**src/rtl/data_mem_responder.sv**
```systemverilog
// Slow data-RAM responder for the CPU data bus: one request at a time,
// WAIT_STATES extra cycles, then a held response carrying load data or an error.
module data_mem_responder #(
  parameter int  DEPTH       = 64,
  parameter int  WAIT_STATES = 2,
  localparam int ADDR_W      = $clog2(DEPTH)
) (
  input  logic        clk,
  input  logic        reset,
  input  logic        req_valid,
  output logic        req_ready,
  input  logic        req_write,
  input  logic [31:0] req_addr,
  input  logic [31:0] req_wdata,
  input  logic [3:0]  req_byte_en,
  output logic        resp_valid,
  input  logic        resp_ready,
  output logic [31:0] resp_rdata,
  output logic        resp_error,
  output logic [1:0]  state_dbg
);

  // Handshakes: a request transfers on the rising edge where req_valid && req_ready;
  // a response transfers on the edge where resp_valid && resp_ready. The side
  // holding valid keeps its payload stable until that edge.

  typedef enum logic [1:0] {
    S_IDLE = 2'd0,
    S_WAIT = 2'd1,
    S_RESP = 2'd2
  } state_t;

  localparam logic [3:0] WAIT_INIT = (WAIT_STATES == 0) ? 4'd0 : 4'(WAIT_STATES - 1);

  state_t      state, state_nxt;
  logic [3:0]  cnt, cnt_nxt;
  logic        accept, commit;

  logic        lat_write;
  logic [31:0] lat_addr, lat_wdata;
  logic [3:0]  lat_be;

  logic        c_write, c_err;
  logic [31:0] c_addr, c_wdata;
  logic [3:0]  c_be;
  logic [ADDR_W-1:0] c_idx;

  logic [31:0] mem [DEPTH];

  assign req_ready  = (state == S_IDLE) && reset;
  assign accept     = req_valid && req_ready;
  assign resp_valid = (state == S_RESP);
  assign state_dbg  = state;

  // With zero wait states the commit happens on the accept edge itself,
  // so the live request is used instead of the latched copy.
  assign c_write = (state == S_IDLE) ? req_write   : lat_write;
  assign c_addr  = (state == S_IDLE) ? req_addr    : lat_addr;
  assign c_wdata = (state == S_IDLE) ? req_wdata   : lat_wdata;
  assign c_be    = (state == S_IDLE) ? req_byte_en : lat_be;
  assign c_idx   = c_addr[ADDR_W+1:2];
  assign c_err   = (c_addr[1:0] != 2'b00) || (c_addr[31:ADDR_W+2] != '0);

  always_comb begin
    state_nxt = state;
    cnt_nxt   = cnt;
    commit    = 1'b0;
    case (state)
      S_IDLE: begin
        if (accept) begin
          if (WAIT_STATES == 0) begin
            state_nxt = S_RESP;
            commit    = 1'b1;
          end else begin
            state_nxt = S_WAIT;
            cnt_nxt   = WAIT_INIT;
          end
        end
      end
      S_WAIT: begin
        if (cnt == 4'd0) begin
          state_nxt = S_RESP;
          commit    = 1'b1;
        end else begin
          cnt_nxt = cnt - 4'd1;
        end
      end
      S_RESP: begin
        if (resp_ready) state_nxt = S_IDLE;
      end
      default: state_nxt = S_IDLE;
    endcase
  end

  always_ff @(posedge clk or negedge reset) begin
    if (!reset) begin
      state      <= S_IDLE;
      cnt        <= 4'd0;
      resp_rdata <= 32'd0;
      resp_error <= 1'b0;
      lat_write  <= 1'b0;
      lat_addr   <= 32'd0;
      lat_wdata  <= 32'd0;
      lat_be     <= 4'd0;
    end else begin
      state <= state_nxt;
      cnt   <= cnt_nxt;
      if (accept) begin
        lat_write <= req_write;
        lat_addr  <= req_addr;
        lat_wdata <= req_wdata;
        lat_be    <= req_byte_en;
      end
      if (commit) begin
        resp_error <= c_err;
        resp_rdata <= (!c_write && !c_err) ? mem[c_idx] : 32'd0;
      end
    end
  end

  // Storage is deliberately not reset; commit is impossible while reset is low.
  always_ff @(posedge clk) begin
    if (commit && c_write && !c_err) begin
      for (int i = 0; i < 4; i++) begin
        if (c_be[i]) mem[c_idx][8*i +: 8] <= c_wdata[8*i +: 8];
      end
    end
  end

endmodule

```
**config.mk**
```make
export PLATFORM = sky130hd
export DESIGN_NAME = data_mem_responder
export DESIGN_NICKNAME = d
export VERILOG_FILES = /design/src/rtl/data_mem_responder.sv
export SDC_FILE = /design/constraint.sdc
export NUM_CORES = 2
export LEC_CHECK = 0
export ABC_AREA = 1
export CORE_UTILIZATION = 50
export DETAILED_ROUTE_END_ITERATION = 10
export GPL_TIMING_DRIVEN = 1
export PLACE_DENSITY_LB_ADDON = 0.15
export SKIP_CTS_REPAIR_TIMING = 1
export SLEW_MARGIN = 25
export SYNTH_ARGS = -nofsm -noshare
export SYNTH_HDL_FRONTEND = slang
export SYNTH_SLANG_ARGS = --single-unit
export TNS_END_PERCENT = 30
```
**constraint.sdc**
```tcl
create_clock -name clk -period 5.75 [get_ports clk]
set_clock_uncertainty 0.2 [all_clocks]
set_input_delay 1.15 -clock clk [delete_from_list [all_inputs] [get_ports clk]]
set_output_delay 1.15 -clock clk [all_outputs]
set_load 0.02 [all_outputs]
```
Word-level counts from Yosys, hierarchy flattened. Memory sizes are Yosys's and may differ from the RTL's. Cells that the tools add are included.

Flip-flop bits (word level): 108. Output and inout port bits: 37. Input port bits: 73. Logic and storage cells: 57. Memories: 1. Bits in writable memories: 2048.

Memory list: mem (depth 64, bits a word 32, rd ports 1, clocked after memory_dff 0, wr ports 1, RTL line 48) `logic [31:0] mem [DEPTH];`.

Reduce and logical (&&, ||, !) cells: 15. $add $sub $neg: 1. Muxes and demuxes: 26. Equality and inequality tests: 6.

Operators with widths (count): 32-bit 2-to-1 mux (3); 24-bit nonzero test (1); 1-bit 2-to-1 mux (15); 4-bit 2-to-1 mux (3); 4-bit one-hot mux with 2 select lines (1); 2-bit 2-to-1 mux (3); 2-bit != test, second input constant (3); 2-bit one-hot mux with 3 select lines (1); 3-bit AND reduction (2); 1-bit logical AND (5); 4-bit logical NOT (1); 2-bit nonzero test (2); 4-bit by 1-bit subtractor with 4-bit output, second input constant (1); 2-bit by 1-bit == test with 1-bit output, second input constant (1); 2-bit == test, second input constant (1); 1-bit logical NOT (2); 2-bit logical NOT (1); 2-bit by 1-bit != test with 1-bit output, second input constant (1); 1-bit logical OR (1).

Depth between registers and ports, before layout.
Depth in word-level cells: 8. Gate-level depth with buffers: 18.

Least setup slack after synthesis. No wires, ideal clock.

Path type: reg-to-reg. Start point: register state[1], in the netlist state_dbg[1]. End point: memory mem[0][0] (data pin). Setup time: 0.702 ns. Arrival time: 3.893 ns. Cell stages (with the launch flop): 7. Data required time: 4.848 ns. Setup slack: 0.955 ns. Path through: dfrtp_1 -> inv_1 -> nand2_2 -> clkbuf_1 -> clkbuf_1 -> buf_1 -> o21ai_0.

Longest elaborated chain between the ends: 2.

RTL lines: from (decl) (RTL line 35) `state_t state, state_nxt;`; from (signal assigned) (RTL line 106) `state <= state_nxt;`; 2-bit logical NOT (RTL line 59) `assign c_wdata = (state == S_IDLE) ? req_wdata : lat_wdata;`; 32-bit 2-to-1 mux (RTL line 59); net c_wdata[0] (RTL line 44) `logic [31:0] c_addr, c_wdata;`; to (decl) (RTL line 48).

The timed path passes the listed nets, and every way through them passes these cells.

Worst setup path in the final report.
Start point: register state[0], in the netlist state_dbg[0]. End point: output port req_ready.

Longest elaborated chain between the ends: 2.

RTL lines: 2-bit logical NOT (RTL line 50) `assign req_ready = (state == S_IDLE) && reset;`; 1-bit logical AND (RTL line 50); to (decl) (RTL line 11) `output logic req_ready,`.

Every way passes these cells.

==> key figures <==
Floorplan
  • Die W: 429 um
  • Core region area: 181,000 sq um
  • I/O pin cnt: 110
  • Die height: 429 um
  • Die Area: 184,000 sq um
  • Rows: 156
  • Starting Density: 50.4%

Detailed routing
  • DRT met1 WL: 110 mm
  • Metal3 WL: 23.8 mm
  • Drt first pass iters: 10
  • Via Count: 62,100
  • Routed WL per cell: 23.8 um
  • Routed Antenna Nets: 0
  • DR DRC count: 0
  • Top sig layer: met5
  • Final WL: 271 mm
  • Met2 wire len: 125 mm
  • Vias per Instance: 5.43
  • DRT iter0 DRCs: 7,324

Setup path
  • WP data required: 4.40 ns
  • Setup crit start kind: flip-flop
  • CP Cell Sequence: inv_1, nand2_4, buf_4, nor2_1, clkdlybuf4s50_1
  • R2R depth: 11
  • Crit Path Max Fanout: 41
  • CP Data Arrival Time: 3.75 ns
  • CP max stage cell: buf_4
  • FF-to-FF End: mem[22][18]
  • FF-to-FF Start: state_dbg[0]
  • R2R Setup Slk: 1.11 ns
  • Critical Path Max Stage Delay: 0.70 ns
  • Worst setup path category: flip-flop to output pin
  • Worst Setup End Kind: output pin

Clock network
  • Clk slew on worst S/H paths: 0.06 ns
  • Worst-Skew Late Latency: 0.89 ns
  • Clk buf depth: 3
  • CTS sink count: 2,156
  • CTS tree: yes
  • CTS root buffer: clkbuf_16
  • Num CTS Buffers: 218
  • # H-tree levels: 4

Finish
  • Area grow syn2layout: 12.9%
  • Cell Count, Final, Fillers Out: 11,400
  • Layout net count: 8,929
  • Layout cells sized above 1: 7.32%

Power
  • Leakage: 41.2 nW
  • Worst vdd ir: 788 uV
  • Power per cell area: 567 nW/um^2

Timing
  • Setup Viol. Count Final: 0
  • Final-report max-slew violation count: 0
  • Fin crit period: 5.10 ns
  • Final setup TNS: 0 ns
  • Worst relative slew slack: 26.8%
  • Max frequency: 196 MHz
  • RSZ-0062 raised after global routing: no
  • Final period util: 88.6%
  • Worst slew pin tran: 1.10 ns
  • Final hold violation count: 0

Synthesis
  • Yosys Warn Count: 0
  • Ranking of synthesized cells by area: edfxtp_1, nand2_1, inv_1, nand3_1, dfrtp_1
  • Share of the synthesized area in the top cell type: 67.6%
  • Synth cell types: 32
  • Seq cells post-synth: 2,156
  • Syn Inst Count: 8,716
  • Avg Cell Area, Syn: 10.4 sq um
  • Post-Syn Area: 91,000 sq um
  • Register area share after synthesis: 70.5%
  • Synthesized Nets: 8,790
  • Synth area leader: edfxtp_1

Global routing
  • Grt total ovfl: 0
  • Largest net degree at the start of global routing: 168
  • Tot GR Track Use: 29.4%
  • Vias in the first global route: 58,900
  • First-pass GRT wire length: 397 mm
  • Initial antenna violation count: 10

Status
  • Status: finished clean

Run
  • Max-capacitance violation count: 0

Hold path
  • Hold EP: cnt[0]
  • Hold path depth: 1
  • Hold wc startpoint: cnt[0]
  • HP Class: flip-flop to flip-flop

Place
  • GP Congestion: 0.909
  • Inst Count DP: 11,000
  • Dpl hpwl: 168 mm
  • IO buf count: 109
==> worst max-delay path, delay by kind of cell (launching register included) <==
kind                   cells  cell delay (ns)
buffers and inverters      3             1.45
DFF                        1             0.58
and+or+nand+nor            2             0.82
==> layout by cell type (no fill, tap or decap), types with 13 or more instances in the layout <==
master / n
dfrtp_1: 108
and2_1: 21
edfxtp_1: 2048
o21ai_0: 292
nand2_1: 3648
nand3_1: 573
o21ai_4: 33
inv_1: 855
clkbuf_8: 19
nor2_1: 449
clkinv_1: 41
clkdlybuf4s50_1: 108
nand4_1: 126
clkinv_2: 45
a21oi_1: 45
clkbuf_16: 218
clkbuf_1: 55
buf_4: 229
nor2_2: 13
buf_12: 21
==> flip-flops by register name, indices dropped and copies added, names as in the netlist <==
register and count:
lat_addr 32, resp_error 1, cnt 4, resp_rdata 32, mem 2048, lat_be 4
state_dbg 2, lat_wdata 32, lat_write 1
==> routing by layer <==
| metal | vias up | global-route usage, % |
|---|---|---|
| li1 | 28700 | - |
| met1 | 30100 | 40.4 |
| met2 | 2711 | 45.9 |
| met3 | 508 | 5.44 |
| met4 | 14 | 13.1 |
| met5 | - | 0.572 |
==> where the power goes <==
part / leakage (nW) / switching (mW) / internal [mW]
clock network: 3.42 / 6.16 / 7.76
logic: 17.9 / 18.3 / 5.33
registers: 19.9 / 0.330 / 20.4
==> worst max-delay path by stage <==
stage,slack (ns),from,cells past startpoint,endpoint
final,0.65,state_dbg[0],5,req_ready
after global routing,0.50,state_dbg[0],5,req_ready
after CTS,0.58,state_dbg[0],5,req_ready
after detailed placement,0.55,req_addr[6],10,mem[20][24]
after global placement,0.58,req_addr[6],10,mem[20][22]
after floorplan,0.96,state_dbg[1],6,mem[0][0]
==> cells in the mapped netlist (all sizes together) <==
cell	n
nand2	3659
edfxtp	2048
inv	862
nand3	574
nor2	473
o21ai	333
buf	310
clkbuf	136
nand4	126
dfrtp	108
a21oi	45
and2	21
nor3	9
mux2	4
a31oi	2
clkinv	1
ha	1
nor4	1
o22ai	1
o31ai	1
or2	1
==> cell families (layout without fill, tap and decap cells) <==
kind of cell | Yosys count | count (layout) | share of synthesized area, %
other cells | 0 | 6 | 0
buf+inv | 1309 | 1639 | 5.87
compound gates | 382 | 382 | 2.13
mux | 4 | 4 | 0.0495
flops | 2156 | 2156 | 70.5
fa+ha+maj | 1 | 1 | 0.0137
simple gates | 4864 | 4864 | 21.4
==> layout make-up <==
class,count,area [sq um]
fill,15200,78000
sequential,2156,64200
multi-input combinational,5251,22000
clock buffer,292,5920
timing repair buffer,365,3380
inverter,863,3240
tap,2370,2970
clock inverter,119,1060
antenna,6,15.0
==> per-stage QoR <==
step	setup WS, ns	util, %	hold slack (ns)	cell area, sq um	total power, mW
6_report	0.654	56.9	0.270	103000	58.3
5_1_grt	0.501	56.9	0.307	103000	60.8
4_1_cts	0.582	56.8	-0.0568	103000	58.2
3_5_place_dp	0.545	53.0	0.268	95700	44.4
3_3_place_gp	0.583	52.9	0.252	95600	44.1
2_1_floorplan	0.955	-	0.240	91000	35.0
No activity file was read; power rests on OpenSTA's default activity.
